## src/rtl/prio_pkg.sv

```systemverilog
`default_nettype none
// ============================================================================
//  Module   : prio_pkg
//  Purpose  : Shared constants and index helpers for the priority
//             encoder / arbiter slice.
//  Contents : MODE_FIXED / MODE_RR mode encodings,
//             wrap_dec() - decrement modulo n (0 wraps to n-1).
//  Revision : 1.0 - initial release
// ============================================================================
package prio_pkg;

    localparam logic MODE_FIXED = 1'b0;
    localparam logic MODE_RR    = 1'b1;

    // Decrement modulo n; works for any n >= 2, not only powers of two.
    function automatic int wrap_dec(input int v, input int n);
        return (v == 0) ? (n - 1) : (v - 1);
    endfunction

endpackage : prio_pkg
`default_nettype wire

```

## src/rtl/prio_search.sv

```systemverilog
`default_nettype none
// ============================================================================
//  Module   : prio_search
//  Purpose  : Combinational circular priority search. The request vector
//             is rotated so that 'start' lands on the MSB, the highest set
//             bit is found, and its position is mapped back to a requester
//             index. Search order: start, start-1, ..., 0, N-1, ..., start+1.
//  Ports    : req   [N-1:0]  request vector
//             start [W-1:0]  highest-priority index for this search
//             found          any request present
//             idx   [W-1:0]  winning requester index (0 when !found)
//  Revision : 1.0 - initial release
// ============================================================================
module prio_search #(
    parameter int N = 16
) (
    input  logic [N-1:0]         req,
    input  logic [$clog2(N)-1:0] start,
    output logic                 found,
    output logic [$clog2(N)-1:0] idx
);

    localparam int W = $clog2(N);

    // Requester index that sits at rotated position j: position N-1 is
    // 'start' itself, position j is start+j+1 modulo N.
    function automatic int src_of(input int st, input int j);
        int s;
        s = st + j + 1;
        if (s >= N) begin
            s = s - N;
        end
        return s;
    endfunction

    logic [N-1:0] rot;
    int           hi;

    always_comb begin
        rot = '0;
        for (int j = 0; j < N; j++) begin
            rot[j] = req[W'(src_of(int'(start), j))];
        end
    end

    always_comb begin
        hi = 0;
        for (int j = 0; j < N; j++) begin
            if (rot[j]) begin
                hi = j;
            end
        end
    end

    assign found = |rot;
    assign idx   = found ? W'(src_of(int'(start), hi)) : '0;

endmodule : prio_search
`default_nettype wire

```

## src/rtl/prio_enc_arb.sv

```systemverilog
`default_nettype none
// ============================================================================
//  Module   : prio_enc_arb
//  Purpose  : Registered N-input priority encoder / arbiter with fixed
//             priority or round-robin selection and a valid/ready output
//             register that holds each grant until it is accepted.
//  Ports    : clk, rst (async, active high)
//             req [N-1:0]          request vector
//             mode                 0 = fixed priority, 1 = round-robin
//             out_ready            consumer accepts current grant
//             out_valid            grant register holds a grant
//             out_idx [W-1:0]      granted index
//             out_onehot [N-1:0]   one-hot of out_idx, zero when !out_valid
//  Revision : 1.0 - initial release
// ============================================================================
module prio_enc_arb
    import prio_pkg::*;
#(
    parameter int N = 16
) (
    input  logic                 clk,
    input  logic                 rst,
    input  logic [N-1:0]         req,
    input  logic                 mode,
    input  logic                 out_ready,
    output logic                 out_valid,
    output logic [$clog2(N)-1:0] out_idx,
    output logic [N-1:0]         out_onehot
);

    localparam int W = $clog2(N);

    logic         load;
    logic [W-1:0] last;
    logic [W-1:0] start;
    logic         win_found;
    logic [W-1:0] win_idx;

    // Register accepts new content when empty or when the held grant is
    // being consumed on this edge (back-to-back grants, no bubble).
    assign load = !out_valid || out_ready;

    // Round-robin begins just below the last round-robin winner; fixed
    // priority always begins at the top index.
    assign start = (mode == MODE_RR) ? W'(wrap_dec(int'(last), N)) : W'(N - 1);

    prio_search #(
        .N (N)
    ) u_search (
        .req   (req),
        .start (start),
        .found (win_found),
        .idx   (win_idx)
    );

    always_ff @(posedge clk or posedge rst) begin
        if (rst) begin
            out_valid  <= 1'b0;
            out_idx    <= '0;
            out_onehot <= '0;
            last       <= '0;
        end else if (load) begin
            if (win_found) begin
                out_valid  <= 1'b1;
                out_idx    <= win_idx;
                out_onehot <= {{(N-1){1'b0}}, 1'b1} << win_idx;
                // Fixed-mode grants leave 'last' alone so round-robin
                // resumes where it stopped.
                if (mode == MODE_RR) begin
                    last <= win_idx;
                end
            end else begin
                out_valid  <= 1'b0;
                out_idx    <= '0;
                out_onehot <= '0;
            end
        end
    end

endmodule : prio_enc_arb
`default_nettype wire

```

## config.mk

```make
export PLATFORM = sky130hd
export DESIGN_NAME = prio_enc_arb
export DESIGN_NICKNAME = d
export VERILOG_FILES = /design/src/rtl/prio_pkg.sv /design/src/rtl/prio_search.sv /design/src/rtl/prio_enc_arb.sv
export SDC_FILE = /design/constraint.sdc
export NUM_CORES = 1
export LEC_CHECK = 0
export BUFFER_PORTS_ARGS = -buffer_cell sky130_fd_sc_hd__buf_4
export CAP_MARGIN = 10
export CORE_ASPECT_RATIO = 1.5
export CORE_MARGIN = 3
export CORE_UTILIZATION = 55
export DETAILED_ROUTE_END_ITERATION = 10
export PLACE_DENSITY = 0.77
export SKIP_LAST_GASP = 1
export SYNTH_ARGS = -nofsm -noshare
export SYNTH_HDL_FRONTEND = slang
export SYNTH_SLANG_ARGS = --single-unit
```

## constraint.sdc

```tcl
create_clock -name clk -period 13.45 [get_ports clk]
set_input_delay 2.69 -clock clk [delete_from_list [all_inputs] [get_ports clk]]
set_output_delay 2.69 -clock clk [all_outputs]
set_load 0.02 [all_outputs]
```

## After elaboration in Yosys (flattened, before gate mapping)

Cells that the tools add are included.

| cells by class | value |
|---|---|
| $add $sub $neg | 50 |
| order comparisons | 33 |
| reductions and logical operators | 5 |
| muxes and demuxes | 86 |
| shift operators | 1 |

Operator list:

| kind | number |
|---|---|
| $ge A32 B6 Y1 const B | 16 |
| $mux W4 | 29 |
| $add A5 B1 Y6 const B | 16 |
| $lt A4 B6 Y1 const B | 16 |
| $sub A4 B1 Y4 const B | 18 |
| $bmux W1 S4 | 16 |
| $add A4 B4 Y5 const B | 8 |
| $mux W1 | 34 |
| $add A4 B3 Y5 const B | 4 |
| $mux W16 | 1 |
| $reduce_or A16 Y1 | 1 |
| $shl A1 B4 Y16 const A | 1 |
| $mux W3 | 4 |
| $add A4 B2 Y5 const B | 2 |
| $add A4 B1 Y5 const B | 1 |
| $add A4 B4 Y5 | 1 |
| $ge A5 B5 Y1 const B | 1 |
| $logic_not A4 Y1 | 1 |
| $mux W2 | 2 |
| $reduce_and A3 Y1 | 1 |
| $logic_not A1 Y1 | 1 |
| $logic_or A1 B1 Y1 | 1 |

| word-level totals | value |
|---|---|
| flip-flop bits (word level) | 25 |
| input bits | 20 |
| logic and storage cells | 179 |

## Depth between registers and ports, before layout

| depth | value |
|---|---|
| depth in word-level cells | 32 |
| mapped depth | 24 |
| mapped depth without buffers | 22 |

## By module

A second synthesis with hierarchy kept.

| second synthesis, totals | value |
|---|---|
| cells, all modules | 234 |
| area total of the unflattened synthesis | 2717.6 um^2 |

Modules (own cells, without submodules):

| module | times used | cells an instance | area an instance (um^2) |
|---|---|---|---|
| prio_search | 1 | 134 | 1615.3 |
| prio_enc_arb | 1 | 100 | 1102.3 |

## Least setup slack after synthesis

OpenSTA, ideal clock, no wires.

| timing | value |
|---|---|
| path kind | input -> register |
| from | input mode |
| to | register out_onehot[0] |
| setup time | 0.066 ns |
| cell stages on the path | 17 |
| data arrival time | 6.726 ns |
| path slack | 6.658 ns |
| path through | nand2_4 -> inv_2 -> ha_1 -> buf_2 -> xnor2_1 -> mux4_2 -> mux2_2 -> o21ai_0 -> nand2_1 -> a2111oi_0 -> o22ai_1 -> ha_1 -> fa_1 -> xnor2_1 -> or2_2 -> o221ai_1 -> o211a_1 |

| between the ends | value |
|---|---|
| cells in the longest elaborated chain, start to end | 30 |

RTL lines:

| item | line | RTL |
|---|---|---|
| start: declaration | prio_enc_arb.sv:24 | `input logic mode,` |
| $mux W4 * | prio_enc_arb.sv:45 | `assign start = (mode == MODE_RR) ? W'(wrap_dec(int'(last), N)) : W'(N - 1);` |
| $add A4 B1 Y5 | prio_search.sv:29 | `s = st + j + 1;` |
| $add A5 B1 Y6 | prio_search.sv:29 |  |
| $ge A32 B6 Y1 or $sub A4 B1 Y4 (tied branches) | prio_search.sv:30, prio_search.sv:31 |  |
| $mux W4 | prio_search.sv:30 | `if (s >= N) begin` |
| $bmux W1 S4 | prio_search.sv:42 | `rot[j] = req[W'(src_of(int'(start), j))];` |
| $mux W1 (not written as such) (2 in a row) | prio_search.sv:42 |  |
| $mux W1 | prio_search.sv:49 | `if (rot[j]) begin` |
| (+6 left out) | -- |  |
| $mux W4 (8 in a row) | prio_search.sv:49 |  |
| $add A4 B4 Y5 | prio_search.sv:29 |  |
| $add A5 B1 Y6 | prio_search.sv:29 |  |
| $ge A32 B6 Y1 or $sub A4 B1 Y4 (tied branches) | prio_search.sv:30, prio_search.sv:31 |  |
| $mux W4 | prio_search.sv:30 |  |
| $mux W4 | prio_search.sv:56 | `assign idx = found ? W'(src_of(int'(start), hi)) : '0;` |
| $shl A1 B4 Y16 | prio_enc_arb.sv:66 | `out_onehot <= {{(N-1){1'b0}}, 1'b1} << win_idx;` |
| $mux W16 * | prio_enc_arb.sv:63 | `if (win_found) begin` |
| end signal: assignment | prio_enc_arb.sv:66 |  |
| end: declaration | prio_enc_arb.sv:28 | `output logic [N-1:0] out_onehot` |

Every way passes the cells marked *; elsewhere a longest branch is shown, timed or not. The select of a mux whose other input is x is not followed.
A chain may end at the register's enable or synchronous reset.

## Worst setup path in the final report

| timing | value |
|---|---|
| from | input mode |
| to | register out_onehot[1] |

The elaborated chain is that of the path after synthesis.

==> results.toml <==
[setup_path]
crit_path_start_kind = "primary input"
critPathCaptureType = "flop"
path_delay_family = "compound AO/OA/AOI/OAI gates"
criticalPathCategory = "in -> reg"
crit_path_max_fanout = 24
crit_required_ps = 13620
cp_slowest_cell = "xnor2_1"
worst_ep_arrival_time_ps = 7880
path_cells = "buf_4, nand2_4, inv_2, ha_1, clkinv_1, a211oi_1, o22ai_1, a311oi_1, nor2_1, o21ai_0, nand2_1, a2111oi_0, o22ai_1, ha_1, fa_1, xnor2_1, or2_2, o221ai_1, o211a_1"
path_buf_inv = 3
cpPeakStageDelay_ps = 610

[power_and_ir_drop]
switching_power_uw = 518
ir_drop_v = 0.000233
pwr-share-seq = 0.139
p_clk_frac = 0.049
p_leak_uw = 0.00147
comb_power_share = 0.812
internal-power_uw = 453
p_per_area_nw_per_um2 = 297
swShare = 0.533

[cells_and_area]
antenna_cells = 0
layout_common_cells = "41 x buf_4, 25 x dfrtp_1, 24 x nand2_1"
utilization = 0.653
area_delta_synth_final_pct = 11.7
fin_nets = 370
final_common_cell = "buf_4"
drive_gt1_frac = 0.261

[timing]
finalMaxSlewViolations = 0
whs_ps = 492
finalSetupViolations = 0
fin_crit_sh = 0.574
hold_viol = 0
worst_pin_slew_ps = 923
fin_setup_tns_ps = 0
period_needed_ps = 7710
max_freq_mhz = 130
max_slew_margin = 0.384
fin_skew_ps = 4.30
rsz0062_at_grt = "false"

[detailed_routing]
via_per_inst = 6.97
drc = 0
wire_per_inst_um = 20.9
routed_wirelength_mm = 8.41
num_vias = 2808
drtIter0Drc = 278
ant_nets = 0
dr.pass1.iters = 5

[synthesis]
ys.flop_type = "dfrtp_1"
synth_cell_types = 63
synthArstFlopShare = 1.00
synth_enable_flop_cells = 0
syn_area_per_cell_um2 = 9.44
syn_area_um2 = 2930
yosys_register_bits = 25
ys_seq_area_frac = 0.214
synth-warning-count = 0
synthCells = 310
syn_nets = 342

[cts]
cts_tree = "built"
post_cts_resized = 0
cts_hold_buf = 0
cts_root_buffer = "clkbuf_8"
clk_latency_ps = 270
clkTransAtPathRegs_ps = 90
clock-sinks = 25
cts_buffer_depth = 2
htree_levels = 1
cts_buffers = 3
cts_setup_buffers = 0

[placed_design]
routabilityCongestion = 0.986
dp_hpwl_mm = 6.67
port_buffers = 40

[global_routing]
track_usage = 0.278
gr-total-overflow = 0
grt_pass1_wl_mm = 13.3
grt_pass1_vias = 2730
antenna_found_initial = 0
grt_max_degree = 28

[outcome]
status = "finished clean"

[floorplan]
die_w_um = 65.6
start_util = 0.585
die_area_um2 = 6250
fp.coreArea_um2 = 5000
die_h_um = 95.4
io_pins = 41
num_rows = 31

[run]
cap_violations = 0

[hold_path]
hold_class = "reg -> reg"
==> metal layers <==
layer	share of wire	vias to the layer above	track usage	routed length [um]
li1	-	1261	-	-
met1	0.37	1372	0.311	3120
met2	0.52	144	0.515	4390
met3	0.056	31	0.0236	469
met4	0.051	0	0.144	429
met5	0	-	0	0
==> power groups by stage <==
| stage | Clock (uW) | Sequential [uW] | Combinational (uW) |
|---|---|---|---|
| after floorplan | 0 | 140 | 587 |
| after global placement | 0 | 135 | 762 |
| after detailed placement | 0 | 136 | 772 |
| after CTS | 48.0 | 135 | 778 |
| after global routing | 50.7 | 140 | 852 |
| final | 47.3 | 135 | 788 |
==> state kept, by name (all words and copies together) (netlist names) <==
signal      count
last            4
out_idx         4
out_onehot     16
out_valid       1
==> cells by family (layout without fill, tap and decap cells) <==
kind of cell | after synthesis | count (layout) | share of synthesized area
AOI/OAI and AO/OA | 89 | 89 | 0.234
xor gates and xnor gates | 11 | 11 | 0.0329
adders and majority gates | 12 | 12 | 0.0538
buffers and inverters | 33 | 60 | 0.0530
DFF | 25 | 25 | 0.214
muxes | 51 | 51 | 0.247
and+or+nand+nor | 89 | 89 | 0.165
==> Yosys cell counts, types with 6 or more instances <==
| library cell | instances | area share |
|---|---|---|
| a21oi_1 | 14 | 0.024 |
| a32o_1 | 6 | 0.021 |
| clkbuf_1 | 9 | 0.012 |
| dfrtp_1 | 25 | 0.21 |
| ha_1 | 11 | 0.047 |
| inv_1 | 12 | 0.015 |
| mux2_2 | 10 | 0.038 |
| mux2i_1 | 23 | 0.079 |
| mux4_2 | 15 | 0.12 |
| nand2_1 | 24 | 0.031 |
| nand2b_1 | 7 | 0.015 |
| nand4_1 | 9 | 0.019 |
| nor2_1 | 13 | 0.017 |
| nor3_1 | 8 | 0.014 |
| o211a_1 | 9 | 0.031 |
| o21ai_0 | 12 | 0.021 |
| o31ai_1 | 6 | 0.015 |
| xnor2_1 | 8 | 0.024 |
==> cell type report <==
type,count,area (um^2)
Timing Repair Buffer,41,308
Sequential cell,25,626
Inverter,15,56.3
Clock inverter,1,8.76
Multi-Input combinational cell,252,2150
Tap cell,66,82.6
Clock buffer,3,41.3
Fill cell,435,1730
==> through the flow <==
step | std cells | cell area, um^2 | setup slack, ps | total power, uW
final | 403 | 3270 | 5740 | 971
after global routing | 403 | 3270 | 5320 | 1040
after CTS | 403 | 3270 | 5820 | 961
after detailed placement | 399 | 3220 | 5580 | 908
after global placement | 399 | 3220 | 5740 | 897
after floorplan | 310 | 2930 | 6660 | 727
==> path summary, 6_finish.rpt <==
kind,slack [ps],end,startpoint,cells after the start
worst max-delay path,5740,out_onehot[1],mode,19
worst min-delay path,490,out_idx[1],out_idx[1],2
worst max register to register,7370,out_onehot[1],last[0],19
worst min register to register,490,out_idx[1],out_idx[1],2
max in group asynchronous,10270,out_onehot[5],rst,2
min in group asynchronous,2610,out_idx[1],rst,2
==> tightest hold or removal path: cells and delay by family, from the launching register on <==
family / cells / cell delay [ps]
DFF: 1 / 350
AOI/OAI and AO/OA: 1 / 60
and+or+nand+nor: 1 / 50
(Power assumes the default switching activity.)
